[config.mk]
export PLATFORM = sky130hd
export DESIGN_NAME = delay_share_arbiter
export DESIGN_NICKNAME = d
export VERILOG_FILES = /design/src/rtl/delay_share_arbiter.sv
export SDC_FILE = /design/constraint.sdc
export NUM_CORES = 1
export LEC_CHECK = 0
export BUFFER_PORTS_ARGS = -buffer_cell sky130_fd_sc_hd__buf_2
export CORE_MARGIN = 3
export CORE_UTILIZATION = 57
export CTS_BUF_LIST = sky130_fd_sc_hd__clkbuf_16
export CTS_CLUSTER_DIAMETER = 150
export DETAILED_ROUTE_END_ITERATION = 6
export PLACE_DENSITY = 0.79
export SYNTH_ARGS = -nofsm -noshare
export SYNTH_HDL_FRONTEND = slang
export SYNTH_SLANG_ARGS = --single-unit
[constraint.sdc]
create_clock -name clk -period 2.8 [get_ports clk]
set_input_delay 0 -clock clk [delete_from_list [all_inputs] [get_ports clk]]
set_output_delay 0 -clock clk [all_outputs]
set_load 0.005 [all_outputs]
[src/rtl/delay_share_arbiter.sv]
// Round-robin, credit-limited arbiter sharing one fixed-latency matrix delay line.
// A {valid, owner} tag rides alongside the datapath so each output is returned to its requester.
module delay_share_arbiter #(
  parameter int NUM_REQ      = 4,
  parameter int DELAY_CYCLES = 4,
  parameter int CREDITS      = 2
) (
  input  logic                              clk,
  input  logic                              rst_n,
  input  logic [NUM_REQ-1:0]                req_valid,
  output logic [NUM_REQ-1:0]                req_ready,
  input  logic                              flush,
  output logic [$clog2(NUM_REQ)-1:0]        grant_sel,
  output logic                              dl_load,
  output logic [NUM_REQ-1:0]                out_valid,
  output logic [$clog2(DELAY_CYCLES+1)-1:0] occupancy,
  output logic                              busy
);

  localparam int SEL_W = $clog2(NUM_REQ);
  localparam int OCC_W = $clog2(DELAY_CYCLES + 1);
  localparam int CRD_W = $clog2(CREDITS + 1);
  localparam int LAST  = DELAY_CYCLES - 1;

  if (NUM_REQ < 2 || NUM_REQ > 8) begin : g_bad_num_req
    $error("delay_share_arbiter: NUM_REQ must be 2..8");
  end
  if (DELAY_CYCLES < 1 || DELAY_CYCLES > 32) begin : g_bad_delay
    $error("delay_share_arbiter: DELAY_CYCLES must be 1..32");
  end
  if (CREDITS < 1 || CREDITS > DELAY_CYCLES) begin : g_bad_credits
    $error("delay_share_arbiter: CREDITS must be 1..DELAY_CYCLES");
  end

  logic                 r_vld_p [DELAY_CYCLES];
  logic [SEL_W-1:0]     r_tag_p [DELAY_CYCLES];
  logic [CRD_W-1:0]     r_credit [NUM_REQ];
  logic [SEL_W-1:0]     r_rr_ptr;
  logic [OCC_W-1:0]     r_occ;

  logic [NUM_REQ-1:0]   w_elig;
  logic [SEL_W:0]       w_cand;
  logic                 w_found;
  logic [SEL_W-1:0]     w_win;
  logic [SEL_W-1:0]     w_ptr_nxt;

  // Eligibility is gated by rst_n so grants vanish the moment reset asserts.
  always_comb begin
    w_elig = '0;
    for (int i = 0; i < NUM_REQ; i++) begin
      w_elig[i] = rst_n & ~flush & req_valid[i] & (r_credit[i] < CRD_W'(CREDITS));
    end
  end

  always_comb begin
    w_found = 1'b0;
    w_win   = '0;
    w_cand  = '0;
    for (int off = 0; off < NUM_REQ; off++) begin
      w_cand = {1'b0, r_rr_ptr} + (SEL_W+1)'(off);
      if (w_cand >= (SEL_W+1)'(NUM_REQ)) begin
        w_cand = w_cand - (SEL_W+1)'(NUM_REQ);
      end
      if (!w_found && w_elig[w_cand[SEL_W-1:0]]) begin
        w_found = 1'b1;
        w_win   = w_cand[SEL_W-1:0];
      end
    end
  end

  always_comb begin
    req_ready = '0;
    if (w_found) begin
      req_ready[w_win] = 1'b1;
    end
    grant_sel = w_found ? w_win : '0;
    dl_load   = w_found;
    w_ptr_nxt = (w_win == SEL_W'(NUM_REQ - 1)) ? '0 : w_win + SEL_W'(1);
  end

  always_ff @(posedge clk or negedge rst_n) begin
    if (!rst_n) begin
      r_rr_ptr <= '0;
    end else if (flush) begin
      r_rr_ptr <= '0;
    end else if (w_found) begin
      r_rr_ptr <= w_ptr_nxt;
    end
  end

  // Stage 0 captures the grant; each later stage copies its predecessor. Flush only kills valids.
  always_ff @(posedge clk or negedge rst_n) begin
    if (!rst_n) begin
      for (int n = 0; n < DELAY_CYCLES; n++) begin
        r_vld_p[n] <= 1'b0;
        r_tag_p[n] <= '0;
      end
    end else begin
      r_vld_p[0] <= dl_load & ~flush;
      r_tag_p[0] <= grant_sel;
      for (int n = 1; n < DELAY_CYCLES; n++) begin
        r_vld_p[n] <= r_vld_p[n-1] & ~flush;
        r_tag_p[n] <= r_tag_p[n-1];
      end
    end
  end

  always_comb begin
    out_valid = '0;
    if (r_vld_p[LAST]) begin
      out_valid[r_tag_p[LAST]] = 1'b1;
    end
  end

  // A grant and a return for the same requester in one cycle cancel out.
  always_ff @(posedge clk or negedge rst_n) begin
    if (!rst_n) begin
      for (int i = 0; i < NUM_REQ; i++) begin
        r_credit[i] <= '0;
      end
    end else if (flush) begin
      for (int i = 0; i < NUM_REQ; i++) begin
        r_credit[i] <= '0;
      end
    end else begin
      for (int i = 0; i < NUM_REQ; i++) begin
        case ({req_ready[i], out_valid[i]})
          2'b10:   r_credit[i] <= r_credit[i] + CRD_W'(1);
          2'b01:   r_credit[i] <= r_credit[i] - CRD_W'(1);
          default: r_credit[i] <= r_credit[i];
        endcase
      end
    end
  end

  always_ff @(posedge clk or negedge rst_n) begin
    if (!rst_n) begin
      r_occ <= '0;
    end else if (flush) begin
      r_occ <= '0;
    end else begin
      case ({dl_load, r_vld_p[LAST]})
        2'b10:   r_occ <= r_occ + OCC_W'(1);
        2'b01:   r_occ <= r_occ - OCC_W'(1);
        default: r_occ <= r_occ;
      endcase
    end
  end

  assign occupancy = r_occ;
  assign busy      = (r_occ != '0);

  for (genvar gi = 0; gi < NUM_REQ; gi++) begin : g_credit_chk
    a_no_underflow: assert property (@(posedge clk) disable iff (!rst_n)
      out_valid[gi] |-> (r_credit[gi] != '0));
    a_no_overflow: assert property (@(posedge clk) disable iff (!rst_n)
      r_credit[gi] <= CRD_W'(CREDITS));
  end

  a_grant_onehot: assert property (@(posedge clk) disable iff (!rst_n) $onehot0(req_ready));

endmodule

==> metrics.log <==
INFO  metric status = finished clean
INFO  metric route.detailed.vias_per_inst = ~6.3
INFO  metric postSynthRegisterBits = 25
INFO  metric top_level_port_count = 22
INFO  metric cellLeakagePower = around 0.84 nW
INFO  metric clock_tree.buffer_depth = 2
INFO  metric fin_nets = 205
INFO  metric final_period_minus_worst_setup_slack = 2.552 ns
INFO  metric htree_levels = 1
INFO  metric syn_avg_cell_area = 9.388 um^2
INFO  metric timing.slew.headroom = around two thirds
INFO  metric design.die.area = ~3500 um^2
INFO  metric wl = 3724 um
INFO  metric critPathLaunchType = primary input
INFO  metric grt_pass1_wl = ~6300 um
INFO  metric fillerInstances = about 200
INFO  metric number_of_instances_in_the_synthesized_netlist = ~170
INFO  metric critPathTopFamily = buffers and inverters
INFO  metric setup_repair_after_global_routing_missed_its_margin = no
INFO  metric global_route.overflow_total = 0
INFO  metric max_stage_delay = slightly above 0.5 ns
INFO  metric finalSetupViolCount = 0
INFO  metric coreArea = roughly 2600 um^2
INFO  metric total_number_of_clock_tree_sinks = 25
INFO  metric drcViolationCount = 0
INFO  metric path_cells = dlygate4sd3_1, buf_2, nor4bb_1, buf_4, o221ai_1, a21oi_2, inv_1, ha_1, nor4_1, nand2_1, o311ai_0, nand4b_1
INFO  metric pre_cts_ws = 0.3079 ns
INFO  metric synth_warnings = 0
INFO  metric detailedPlacementHpwl = ~2600 um
INFO  metric final_max_slew_viol_count = 0
INFO  metric power_per_cell_area = ~510 nW/um^2
INFO  metric areaGrowthSynthToFinish = 13.64%
INFO  metric regToRegStartpoint = r_credit[1]
INFO  metric cp_data_arrival_time = 2.75 ns
INFO  metric synth_edf_count = 0
INFO  metric hp-class = in2async
INFO  metric synth.largest_area_cell = sky130_fd_sc_hd__dfrtp_1
INFO  metric power.ir.vdd_worst = around 460 uV
INFO  metric crit_fanout = 13
INFO  metric dr_total_vias = between 1000 and 1500
INFO  metric finalSetupTns = 0 ns
INFO  metric final-hold-violation-count = 0
INFO  metric routabilityCongestion = between 0.9 and 1
INFO  metric synthFlopType = sky130_fd_sc_hd__dfrtp_1
INFO  metric synthesis.nets = around 190
INFO  metric synth_top_cell_area_share = between 30% and 40%
INFO  metric detailedRoute.firstIterationViolations = just under 100
INFO  metric portBuffers = 21
INFO  metric root_cell_of_the_clock_tree = sky130_fd_sc_hd__clkbuf_16
INFO  metric groute.usage.overall = roughly a quarter
INFO  metric cp-end-kind = register
INFO  metric path_clk_slew = approximately 0.070 ns
INFO  metric std_cell_rows = 18
INFO  metric cts_setup_buffers = 0
INFO  metric achievable-frequency = between 300 and 400 MHz
INFO  metric pin_count_of_the_biggest_net_entering_global_routing = 26
INFO  metric timing.critical_path.slowest_stage_cell = sky130_fd_sc_hd__dlygate4sd3_1
INFO  metric synth_sequential_area_ratio = roughly two fifths
INFO  metric totalPowerFinal = roughly 0.94 mW
INFO  metric cts_tree = built
INFO  metric leading_cell_type_in_the_layout_fill_and_taps_excluded = sky130_fd_sc_hd__dfrtp_1
INFO  metric insertedDiodeCount = 0
INFO  metric async_flop_share = 100.0%
INFO  metric floorplan.initialDensity = a little over three fifths
INFO  metric die_y = between 50 and 60 um
INFO  metric synth.area.top_cells = sky130_fd_sc_hd__dfrtp_1 (39%), sky130_fd_sc_hd__nor2b_1 (3.5%), sky130_fd_sc_hd__ha_1 (3.1%)
INFO  metric insertion_delay = approximately 0.26 ns
INFO  metric drt_pass1_iterations = 5
INFO  metric worst-endpoint-required = roughly 3 ns
INFO  metric syn-cell-area = about 1600 um^2
INFO  metric grt_pass1_vias = between 1000 and 1500
INFO  metric fp.dieW = between 50 and 60 um
INFO  metric finalCritPeriodShare = between 90 and 100%
INFO  metric ys_types = 46
INFO  metric max_cap_violations = 0
INFO  metric setup_ws = between 0.2 and 0.25 ns
INFO  metric antenna_violations_before_repair = 0
INFO  metric clock_skew = approximately 0.003 ns
INFO  metric transition_at_the_pin_with_the_smallest_max_transition_slack = between 0.5 and 0.6 ns
INFO  metric cts_inserted_buffers = 3
INFO  metric layout.cells.most_common_list = sky130_fd_sc_hd__dfrtp_1 (25), sky130_fd_sc_hd__buf_2 (21), sky130_fd_sc_hd__nand2_1 (12), sky130_fd_sc_hd__inv_1 (10), sky130_fd_sc_hd__nand3_1 (10)
INFO  metric detail-route-antenna-nets = 0
INFO  metric worst_setup_path_startpoint = rst_n
INFO  metric layout-drive-gt1-share = 20.31%
INFO  metric worstPathBufferInverterCount = 4
INFO  metric route.detailed.wl_per_inst = 16.77 um
INFO  metric worst-setup-path-type = in2reg
[Yosys cell counts (all sizes together) (5+ instances only)]
library cell / n
a21oi: 8
nor3: 6
nor2: 6
nor3b: 6
nor4: 9
dfrtp: 25
nor2b: 9
clkbuf: 5
a211oi: 5
inv: 11
nand2: 12
nand2b: 6
buf: 6
nand3: 10
[final cells by class]
cell class	instances	area [um^2]	area share [%]
clock buffers	3	75.07	4.068
clock inverters	1	8.758	0.4746
inverters	11	41.29	2.237
multi-input cells	126	912.1	49.42
flip-flops and latches	25	625.6	33.90
well taps	30	37.54	2.034
repair buffers	26	145.1	7.864
[through the flow]
stage | cells | instance area, um^2 | hold slack [ns] | util, %
2_1_floorplan | 173 | 1624 | -0.2956 | -
3_5_place_dp | 217 | 1748 | -0.1258 | 67.49
5_1_grt | 222 | 1846 | 0.1477 | 71.26
4_1_cts | 222 | 1842 | 0.1341 | 71.11
6_report | 222 | 1846 | 0.1293 | 71.26
3_3_place_gp | 217 | 1748 | -0.1181 | 67.49
[timing repair]
| item | in CTS | in global routing |
|---|---|---|
| gates resized for setup | 0 | 1 |
| setup endpoints to repair | 0 | 1 |
| hold buffers | 1 | 0 |
| hold endpoints to repair | 25 | 0 |
[sequential cells by signal, indices dropped and copies added, names as in the netlist]
register   flops
r_rr_ptr       2
r_credit       8
r_tag_p        8
r_vld_p        4
occupancy      3
[power breakdown]
part	internal, mW	total, mW	switching [mW]
clock network	0.197	0.328	0.130
registers	0.391	0.423	0.0329
logic	0.0803	0.185	0.105
[metal layers]
layer | part of all wire (%) | vias to the layer above | global-route usage [%]
met2 | 51 | 33 | 39.78
met3 | 4.4 | 6 | 3.050
met5 | 0 | - | 0
met4 | 1.5 | 0 | 7.443
met1 | 43 | 690 | 31.24
li1 | - | 664 | -
[cell families (layout without fill, tap and decap cells)]
kind of cell	Yosys count	in the layout	share of synthesized area, %
compound gates	26	26	11.48
xor+xnor	5	5	2.697
fa+ha+maj	5	5	4.315
buf+inv	22	41	5.547
flops	25	25	38.52
mux	7	7	4.622
simple gates	83	83	32.82
[final timing paths]
kind	to	slack, ns	cells after the start
setup / recovery	r_credit[3]	0.25	12
hold / removal	r_credit[4]	0.13	2
setup reg to reg	r_credit[3]	0.28	10
hold reg to reg	r_tag_p[4]	0.35	0
max in group asynchronous	r_rr_ptr[1]	2.15	3
min in group clk	r_rr_ptr[0]	0.21	2
Power figures use the tool's default switching activity.
